`config.mk`:
```
export PLATFORM = sky130hd
export DESIGN_NAME = fetch_sequencer
export DESIGN_NICKNAME = d
export VERILOG_FILES = /design/src/rtl/fetch_pkg.sv /design/src/rtl/fetch_timeout_ctr.sv /design/src/rtl/fetch_sequencer.sv
export SDC_FILE = /design/constraint.sdc
export NUM_CORES = 1
export LEC_CHECK = 0
export ABC_AREA = 1
export BUFFER_PORTS_ARGS = -buffer_cell sky130_fd_sc_hd__buf_4
export CORE_MARGIN = 3
export CORE_UTILIZATION = 47
export DETAILED_ROUTE_END_ITERATION = 7
export PLACE_DENSITY = 0.77
export SETUP_SLACK_MARGIN = 0.3
export SLEW_MARGIN = 20
export SYNTH_ARGS = -nofsm -noshare
export SYNTH_HDL_FRONTEND = slang
export SYNTH_SLANG_ARGS = --single-unit
export TNS_END_PERCENT = 100
```
`constraint.sdc`:
```
create_clock -name clk -period 2 [get_ports clk]
set_clock_uncertainty 0.1 [all_clocks]
set_input_delay 0.1 -clock clk [delete_from_list [all_inputs] [get_ports clk]]
set_output_delay 0.1 -clock clk [all_outputs]
set_load 0.02 [all_outputs]
```
`src/rtl/fetch_pkg.sv`:
```
// Shared types and constants for the instruction fetch sequencer.
package fetch_pkg;

    typedef enum logic [1:0] {
        StIdle  = 2'd0,
        StFetch = 2'd1,
        StHold  = 2'd2,
        StErr   = 2'd3
    } fetch_state_e;

    localparam int unsigned FETCH_ADDR_WIDTH = 12;
    localparam logic [FETCH_ADDR_WIDTH-1:0] BOOT_END  = 12'h100;
    localparam logic [FETCH_ADDR_WIDTH-1:0] RESET_VEC = 12'h080;
    localparam int unsigned TIMEOUT = 255;

endpackage

```
`src/rtl/fetch_timeout_ctr.sv`:
```
// Flash wait counter: counts stalled FETCH cycles and flags expiry on the last one.
module fetch_timeout_ctr #(
    parameter int unsigned LIMIT = 255
) (
    input  logic clk,
    input  logic arst_n,
    input  logic clear,
    input  logic inc,
    output logic expired
);

    logic [7:0] cnt_q;

    always_ff @(posedge clk) begin
        if (!arst_n) begin
            cnt_q <= 8'd0;
        end else if (clear) begin
            cnt_q <= 8'd0;
        end else if (inc) begin
            cnt_q <= cnt_q + 8'd1;
        end
    end

    // Fires on the LIMIT-th consecutive stalled cycle.
    assign expired = inc && !clear && (cnt_q == 8'(LIMIT - 1));

endmodule

```
`src/rtl/fetch_sequencer.sv`:
```
// Fetch sequencer: issues flash reads at the PC, holds the byte for the decoder,
// and drives PC increment/load pulses for consumes and branches.
module fetch_sequencer
    import fetch_pkg::*;
#(
    parameter int unsigned ADDR_WIDTH = 12,
    parameter int unsigned DATA_WIDTH = 8,
    parameter int unsigned BOOT_LIMIT = 32'h100,
    parameter int unsigned TIMEOUT_CYCLES = TIMEOUT
) (
    input  logic                  clk,
    input  logic                  arst_n,
    input  logic                  en,
    input  logic [ADDR_WIDTH-1:0] pc_in,
    output logic                  pc_inc,
    output logic                  pc_load,
    output logic [ADDR_WIDTH-1:0] pc_next,
    output logic                  pc_gate,
    output logic                  flash_req,
    output logic [ADDR_WIDTH-1:0] flash_addr,
    input  logic                  flash_ack,
    input  logic [DATA_WIDTH-1:0] flash_rdata,
    output logic                  instr_valid,
    input  logic                  instr_ready,
    output logic [DATA_WIDTH-1:0] instr_data,
    output logic [ADDR_WIDTH-1:0] instr_addr,
    output logic                  instr_boot,
    input  logic                  branch_req,
    input  logic [ADDR_WIDTH-1:0] branch_addr,
    output logic                  branch_ack,
    output logic                  fetch_error
);

    fetch_state_e          state_q;
    logic                  pend_valid_q;
    logic [ADDR_WIDTH-1:0] pend_addr_q;
    logic [DATA_WIDTH-1:0] instr_data_q;
    logic [ADDR_WIDTH-1:0] instr_addr_q;
    logic                  instr_boot_q;
    logic                  tmo_clear;
    logic                  tmo_inc;
    logic                  tmo_expired;

    // Counter restarts on every FETCH entry, including re-entry after a discarded ack.
    assign tmo_clear = (state_q != StFetch) || flash_ack;
    assign tmo_inc   = (state_q == StFetch) && !flash_ack;

    fetch_timeout_ctr #(
        .LIMIT(TIMEOUT_CYCLES)
    ) u_timeout (
        .clk    (clk),
        .arst_n (arst_n),
        .clear  (tmo_clear),
        .inc    (tmo_inc),
        .expired(tmo_expired)
    );

    always_ff @(posedge clk) begin
        if (!arst_n) begin
            state_q      <= StIdle;
            pend_valid_q <= 1'b0;
            pend_addr_q  <= '0;
            instr_data_q <= '0;
            instr_addr_q <= '0;
            instr_boot_q <= 1'b0;
        end else begin
            case (state_q)
                StIdle: begin
                    if (!branch_req && en) state_q <= StFetch;
                end
                StFetch: begin
                    if (flash_ack) begin
                        if (pend_valid_q) begin
                            pend_valid_q <= 1'b0;
                            state_q      <= en ? StFetch : StIdle;
                        end else begin
                            instr_data_q <= flash_rdata;
                            instr_addr_q <= pc_in;
                            instr_boot_q <= (pc_in < ADDR_WIDTH'(BOOT_LIMIT));
                            state_q      <= StHold;
                        end
                    end else begin
                        if (branch_req && !pend_valid_q) begin
                            pend_valid_q <= 1'b1;
                            pend_addr_q  <= branch_addr;
                        end
                        if (tmo_expired) state_q <= StErr;
                    end
                end
                StHold: begin
                    if (branch_req || instr_ready) state_q <= en ? StFetch : StIdle;
                end
                default: ; // StErr is left only through reset
            endcase
        end
    end

    always_comb begin
        pc_inc     = 1'b0;
        pc_load    = 1'b0;
        pc_next    = '0;
        branch_ack = 1'b0;
        case (state_q)
            StIdle: begin
                if (branch_req) begin
                    pc_load    = 1'b1;
                    pc_next    = branch_addr;
                    branch_ack = 1'b1;
                end
            end
            StFetch: begin
                // A branch arriving with the ack of a clean fetch is taken later from HOLD.
                branch_ack = branch_req && !pend_valid_q && !flash_ack;
                if (flash_ack && pend_valid_q) begin
                    pc_load = 1'b1;
                    pc_next = pend_addr_q;
                end
            end
            StHold: begin
                if (branch_req) begin
                    pc_load    = 1'b1;
                    pc_next    = branch_addr;
                    branch_ack = 1'b1;
                end else if (instr_ready) begin
                    pc_inc = 1'b1;
                end
            end
            default: ;
        endcase
    end

    assign pc_gate     = pc_inc | pc_load;
    assign flash_req   = (state_q == StFetch);
    assign flash_addr  = (state_q == StFetch) ? pc_in : '0;
    assign instr_valid = (state_q == StHold);
    assign instr_data  = instr_data_q;
    assign instr_addr  = instr_addr_q;
    assign instr_boot  = instr_boot_q;
    assign fetch_error = (state_q == StErr);

endmodule
```
After elaboration in Yosys (flattened, before gate mapping)
Index checks and enable logic that the tools add are counted.
{ "word_totals": {"word_cells": 63, "output_inout_bits": 52, "inputBits": 38, "ff_bits": 44} }
{ "op_classes": {"n_mux": 20, "n_reduce_logical": 22, "n_addsub": 1, "n_bitwise": 4, "n_eq_ne": 8, "magnitude_cmp": 1} }
{ "op_table": {"columns": ["op", "count"], "rows": [
  ["12-bit two-way mux", 3],
  ["12-bit one-hot mux with 2 select lines", 1],
  ["12-bit by 9-bit < comparator with 1-bit output (second input constant)", 1],
  ["2-bit two-way mux", 5],
  ["8-bit by 1-bit adder with 8-bit output (second input constant)", 1],
  ["8-bit == test (second input constant)", 1],
  ["1-bit two-way mux", 8],
  ["1-bit logical AND", 7],
  ["2-bit one-hot mux with 3 select lines", 1],
  ["3-bit AND reduction", 2],
  ["2-bit == test (second input constant)", 2],
  ["1-bit logical NOT", 4],
  ["2-bit by 1-bit inequality test with 1-bit output (second input constant)", 2],
  ["1-bit one-hot mux with 2 select lines", 2],
  ["4-bit AND reduction", 1],
  ["2-bit OR reduction", 2],
  ["3-bit by 1-bit inequality test with 1-bit output (second input constant)", 1],
  ["1-bit inverter", 3],
  ["3-bit nonzero test", 1],
  ["2-bit by 1-bit == test with 1-bit output (second input constant)", 1],
  ["2-bit logical NOT", 1],
  ["1-bit logical OR", 2],
  ["2-bit inequality test (second input constant)", 1],
  ["2-bit AND reduction", 1],
  ["2 further kinds", 2]
]} }

Logic depth before layout (Yosys ltp)
{ "logic_depth": {"word_depth": 8, "ltp_mapped": 10, "ltp_nobuf": 10} }

Cells and area by module
A second synthesis with hierarchy kept.
{ "unflattened": {"hier_cells": 320, "hier_area_um2": 2133.3} }
{ "modules_own_cells": {"columns": ["mod", "seq_area_each_um2", "area_per_inst_um2", "cells_per_inst", "n_inst"], "rows": [
  ["fetch_sequencer", 720.7, 1749.2, 266, 1],
  ["fetch_timeout_ctr", 160.2, 384.1, 54, 1]
]} }

Least setup slack after synthesis
Ideal clock, no wire load.
{ "synth_path": {"kind": "register -> output", "from": "reg state_q[1]", "to": "out pc_next[0]", "slack_ps": 192, "t_arrival_ps": 1608, "n_path_buf": 1, "path_stages_with_launch": 8, "required_time_ps": 1800, "cell_sequence": "dfxtp_1 > inv_1 > ha_1 > inv_1 > nor2_2 > buf_4 > nand2_1 > a21oi_1"} }
{ "synth_via": {"elab_cells_between_ends": 5, "classes_between": "eq/ne: 2; mux: 1; reduce/logical: 2"} }
{ "synth_rtl": {"columns": ["element", "line", "source"], "rows": [
  ["from (decl)", "fetch_sequencer.sv:34", "fetch_state_e state_q;"],
  ["from (signal assigned)", "fetch_sequencer.sv:60", "state_q <= StIdle;"],
  ["from (signal assigned)", "fetch_sequencer.sv:69", "if (!branch_req && en) state_q <= StFetch;"],
  ["from (signal assigned)", "fetch_sequencer.sv:75", "state_q <= en ? StFetch : StIdle;"],
  ["2-bit by 1-bit == test with 1-bit output", null, null],
  ["net flash_req", "fetch_sequencer.sv:19", "output logic flash_req,"],
  ["12-bit one-hot mux with 2 select lines", "fetch_sequencer.sv:103", "case (state_q)"],
  ["to (decl)", "fetch_sequencer.sv:17", "output logic [ADDR_WIDTH-1:0] pc_next,"]
]} }
The timed path passes the listed nets, and every way through them passes these cells.

Worst setup path after layout
{ "layout_path": {"from": "reg state_q[1]", "to": "out pc_next[9]"} }
{ "layout_via": {"elab_chain_len": 3, "elab_cells_between_ends": 5, "classes_between": "eq/ne: 2; mux: 1; reduce/logical: 2"} }
{ "layout_lines": {"columns": ["element", "line"], "rows": [
  ["2-bit == test or 2-bit logical NOT (tied branches)", "fetch_sequencer.sv:103"],
  ["2-bit OR reduction (no line)", null],
  ["12-bit one-hot mux with 2 select lines (*)", "fetch_sequencer.sv:103"]
]} }
Every way passes the cells marked *; elsewhere a longest branch is shown, timed or not.

==> results.py <==
metrics = {
    "routing": {
        "vias": 2518,
        "drtIter0Drc": 128,
        "wl_per_cell_um": 15.1,
        "via_per_inst": 5.11,
        "totalWireLength_um": 7450,
        "drc": 0,
        "ant_nets": 0,
        "first_pass_iters": 5,
    },
    "final_layout": {
        "area_delta_synth_final_pct": 69.6,
        "layout.nets": 488,
        "drive_above_1_share_pct": 33.9,
        "mostFrequentLayoutCell": "buf_4",
        "stdcell_count": 493,
        "final_cell_mix": "buf_4, nor2_1, nand2_1, dfxtp_1, dlygate4sd3_1",
        "diodes": 0,
        "post-route-util_pct": 85.4,
    },
    "grt": {
        "antenna_found_initial": 0,
        "grt_pass1_wl_um": 10900,
        "grt_start_max_net_pins": 35,
        "grt_usage_pct": 26.2,
        "first_global_vias": 2441,
        "grt_overflow": 0,
    },
    "floorplanning": {
        "fp.dieH_um": 72.7,
        "die-area_mm2": 0.00528,
        "fp-row-count": 23,
        "fp.coreArea_mm2": 0.00414,
        "start_util_pct": 50.4,
        "io_pins": 90,
        "die_w_um": 72.7,
    },
    "run_status": {
        "status": "finished clean",
    },
    "clock_network": {
        "cts_buffers": 5,
        "worstSkewPairLatency_ps": 290,
        "root_buffer": "clkbuf_8",
        "cts_sinks": 44,
        "path_clk_slew_ps": 80,
        "cts_tree": "built",
        "cts_buffer_depth": 2,
        "cts.htree.levels": 2,
    },
    "logic_synthesis": {
        "netlist.area_leader.share_pct": 42.2,
        "synth_top_flop_cell": "dfxtp_1",
        "yosysTopAreaCell": "dfxtp_1",
        "synth_area_leaders": "dfxtp_1, nor2_1, nand2_1, o21ai_0, inv_1",
        "syn_inst": 313,
        "synth_seq_cells": 44,
        "avgSynthCellArea_um2": 6.67,
        "ys_seq_area_share_pct": 42.2,
        "synth_area_mm2": 0.00209,
        "ys_types": 23,
        "async_reset_ff_share_pct": 0,
        "syn-num-nets": 359,
        "synth_edf_count": 0,
        "yosysWarnings": 0,
    },
    "pwr": {
        "intPower_mw": 2.24,
        "p_leak_nw": 1.65,
        "power-per-cell-area_mw_per_mm2": 1090,
        "p_seq_share_pct": 29.7,
        "clkPwrFrac_pct": 15.1,
        "ir_worst_vdd_uv": 648,
        "combPwrFrac_pct": 55.2,
        "swShare_pct": 42.1,
        "p_switching_mw": 1.63,
    },
    "timing": {
        "fin_crit_sh_pct": 95.6,
        "setup_viol": 0,
        "worstMarginPinSlew_ps": 386,
        "hold_viol_final": 0,
        "setup_tns_ps": 0,
        "rsz0062_at_grt": "true",
        "max_slew_margin_pct": 74.1,
        "layout_min_cycle_time_ps": 1910,
        "slew_violations": 0,
        "whs_ps": 75.4,
        "fmax_ghz": 0.523,
    },
    "job": {
        "drv_cap": 0,
    },
    "critical_path": {
        "required_ps": 1800,
        "end_kind": "output port",
        "critPathArrivalTime_ps": 1710,
        "crit_family": "buffers and inverters",
        "critical_path_class": "register to output port",
        "crit_slowest_cell": "dfxtp_4",
        "crit_fanout": 6,
        "path_cells": "inv_4 > ha_4 > inv_2 > nor2_4 > clkbuf_16 > nand2_1 > a21oi_2 > buf_4",
        "timing.critical_path.buf_inv": 4,
        "cp-start-kind": "register",
        "slowest_delay_ps": 380,
    },
    "placement": {
        "gp_congestion": 0.843,
        "io_buffers": 89,
        "dp_cells": 442,
        "dp_hpwl_um": 3960,
    },
    "min_path": {
        "hold_path.class": "input port to register",
    },
}
## cells by family after synthesis
group	Yosys count	share of synthesized area [%]
AO/OA/AOI/OAI	59	14.7
XOR/XNOR	1	0.419
adder cells (fa/ha/maj)	8	4.79
buffers and inverters	44	8.63
flip-flops	44	42.2
AND/OR/NAND/NOR	157	29.3
## synth_stat cells, types with 3 or more instances
master    count
o21ai_0      35
ha_1          8
buf_2         6
clkbuf_1      5
inv_2         3
inv_1        28
nor2_1       87
nand3_1       3
a21oi_1      19
nand2_1      59
dfxtp_1      44
nor2_2        3
## repair_timing
item,in CTS,in global routing
cloned,0,2
hold buffers,33,0
gates resized for setup,21,41
endpoints found under the hold margin,33,0
setup endpoints to repair,17,53
pin swaps,6,0
setup buffers,6,2
## power by group through the flow
| stage | Combinational [mW] | Sequential [mW] | Clock [mW] |
|---|---|---|---|
| after floorplan | 0.912 | 1.23 | 0 |
| after global placement | 1.61 | 1.13 | 0 |
| after detailed placement | 1.63 | 1.14 | 0 |
| after CTS | 1.89 | 1.14 | 0.587 |
| after global routing | 2.29 | 1.16 | 0.631 |
| final | 2.14 | 1.15 | 0.586 |
## through the flow
step | total power [mW] | area [um^2] | setup WS (ps)
after floorplan | 2.14 | 2130 | 375
after global placement | 2.74 | 2820 | 185
after detailed placement | 2.77 | 2820 | 186
after CTS | 3.62 | 3390 | 181
after global routing | 4.08 | 3540 | 63.4
final | 3.87 | 3540 | 87.4
## sequential cells by signal, indices dropped and copies added, names as in the netlist
signal,count
instr_addr,12
pend_addr_q,12
instr_data,8
u_timeout.cnt_q,8
state_q,2
instr_boot,1
pend_valid_q,1
## layer usage
| metal | global-route usage (%) | vias up | wire (um) |
|---|---|---|---|
| met5 | 0 | - | 0 |
| met4 | 13.3 | 0 | 267 |
| met3 | 5.37 | 23 | 373 |
| met2 | 48.2 | 103 | 3990 |
| met1 | 27.8 | 1159 | 2820 |
| li1 | - | 1233 | - |
## worst paths after layout
kind	startpoint	to	slack (ps)	cells after the start
max	state_q[1]$_SDFFE_PN0P_	pc_next[9]	90	8
min	branch_req	pend_valid_q$_SDFFE_PN0P_	80	3
max reg2reg	state_q[1]$_SDFFE_PN0P_	instr_boot$_SDFFE_PN0P_	280	8
min reg2reg	u_timeout.cnt_q[0]$_SDFFE_PP0P_	u_timeout.cnt_q[0]$_SDFFE_PP0P_	370	1
## cell type report
type / count / area, um^2
multi-input combinational: 225 / 1190
timing repair buffer: 135 / 1180
clock buffer: 7 / 86.3
inverter: 31 / 131
tap: 50 / 62.6
sequential: 44 / 890
clock inverter: 1 / 7.51
fill: 253 / 603
## worst register-to-register path, stage by stage (launching register included)
cell and delay [ps]:
dfxtp_4 380, inv_4 90, buf_4 120, ha_2 230, nand2_1 120, nor2_4 180
inv_4 130, a22oi_1 200, nor2_1 60
(Power assumes the default switching activity.)
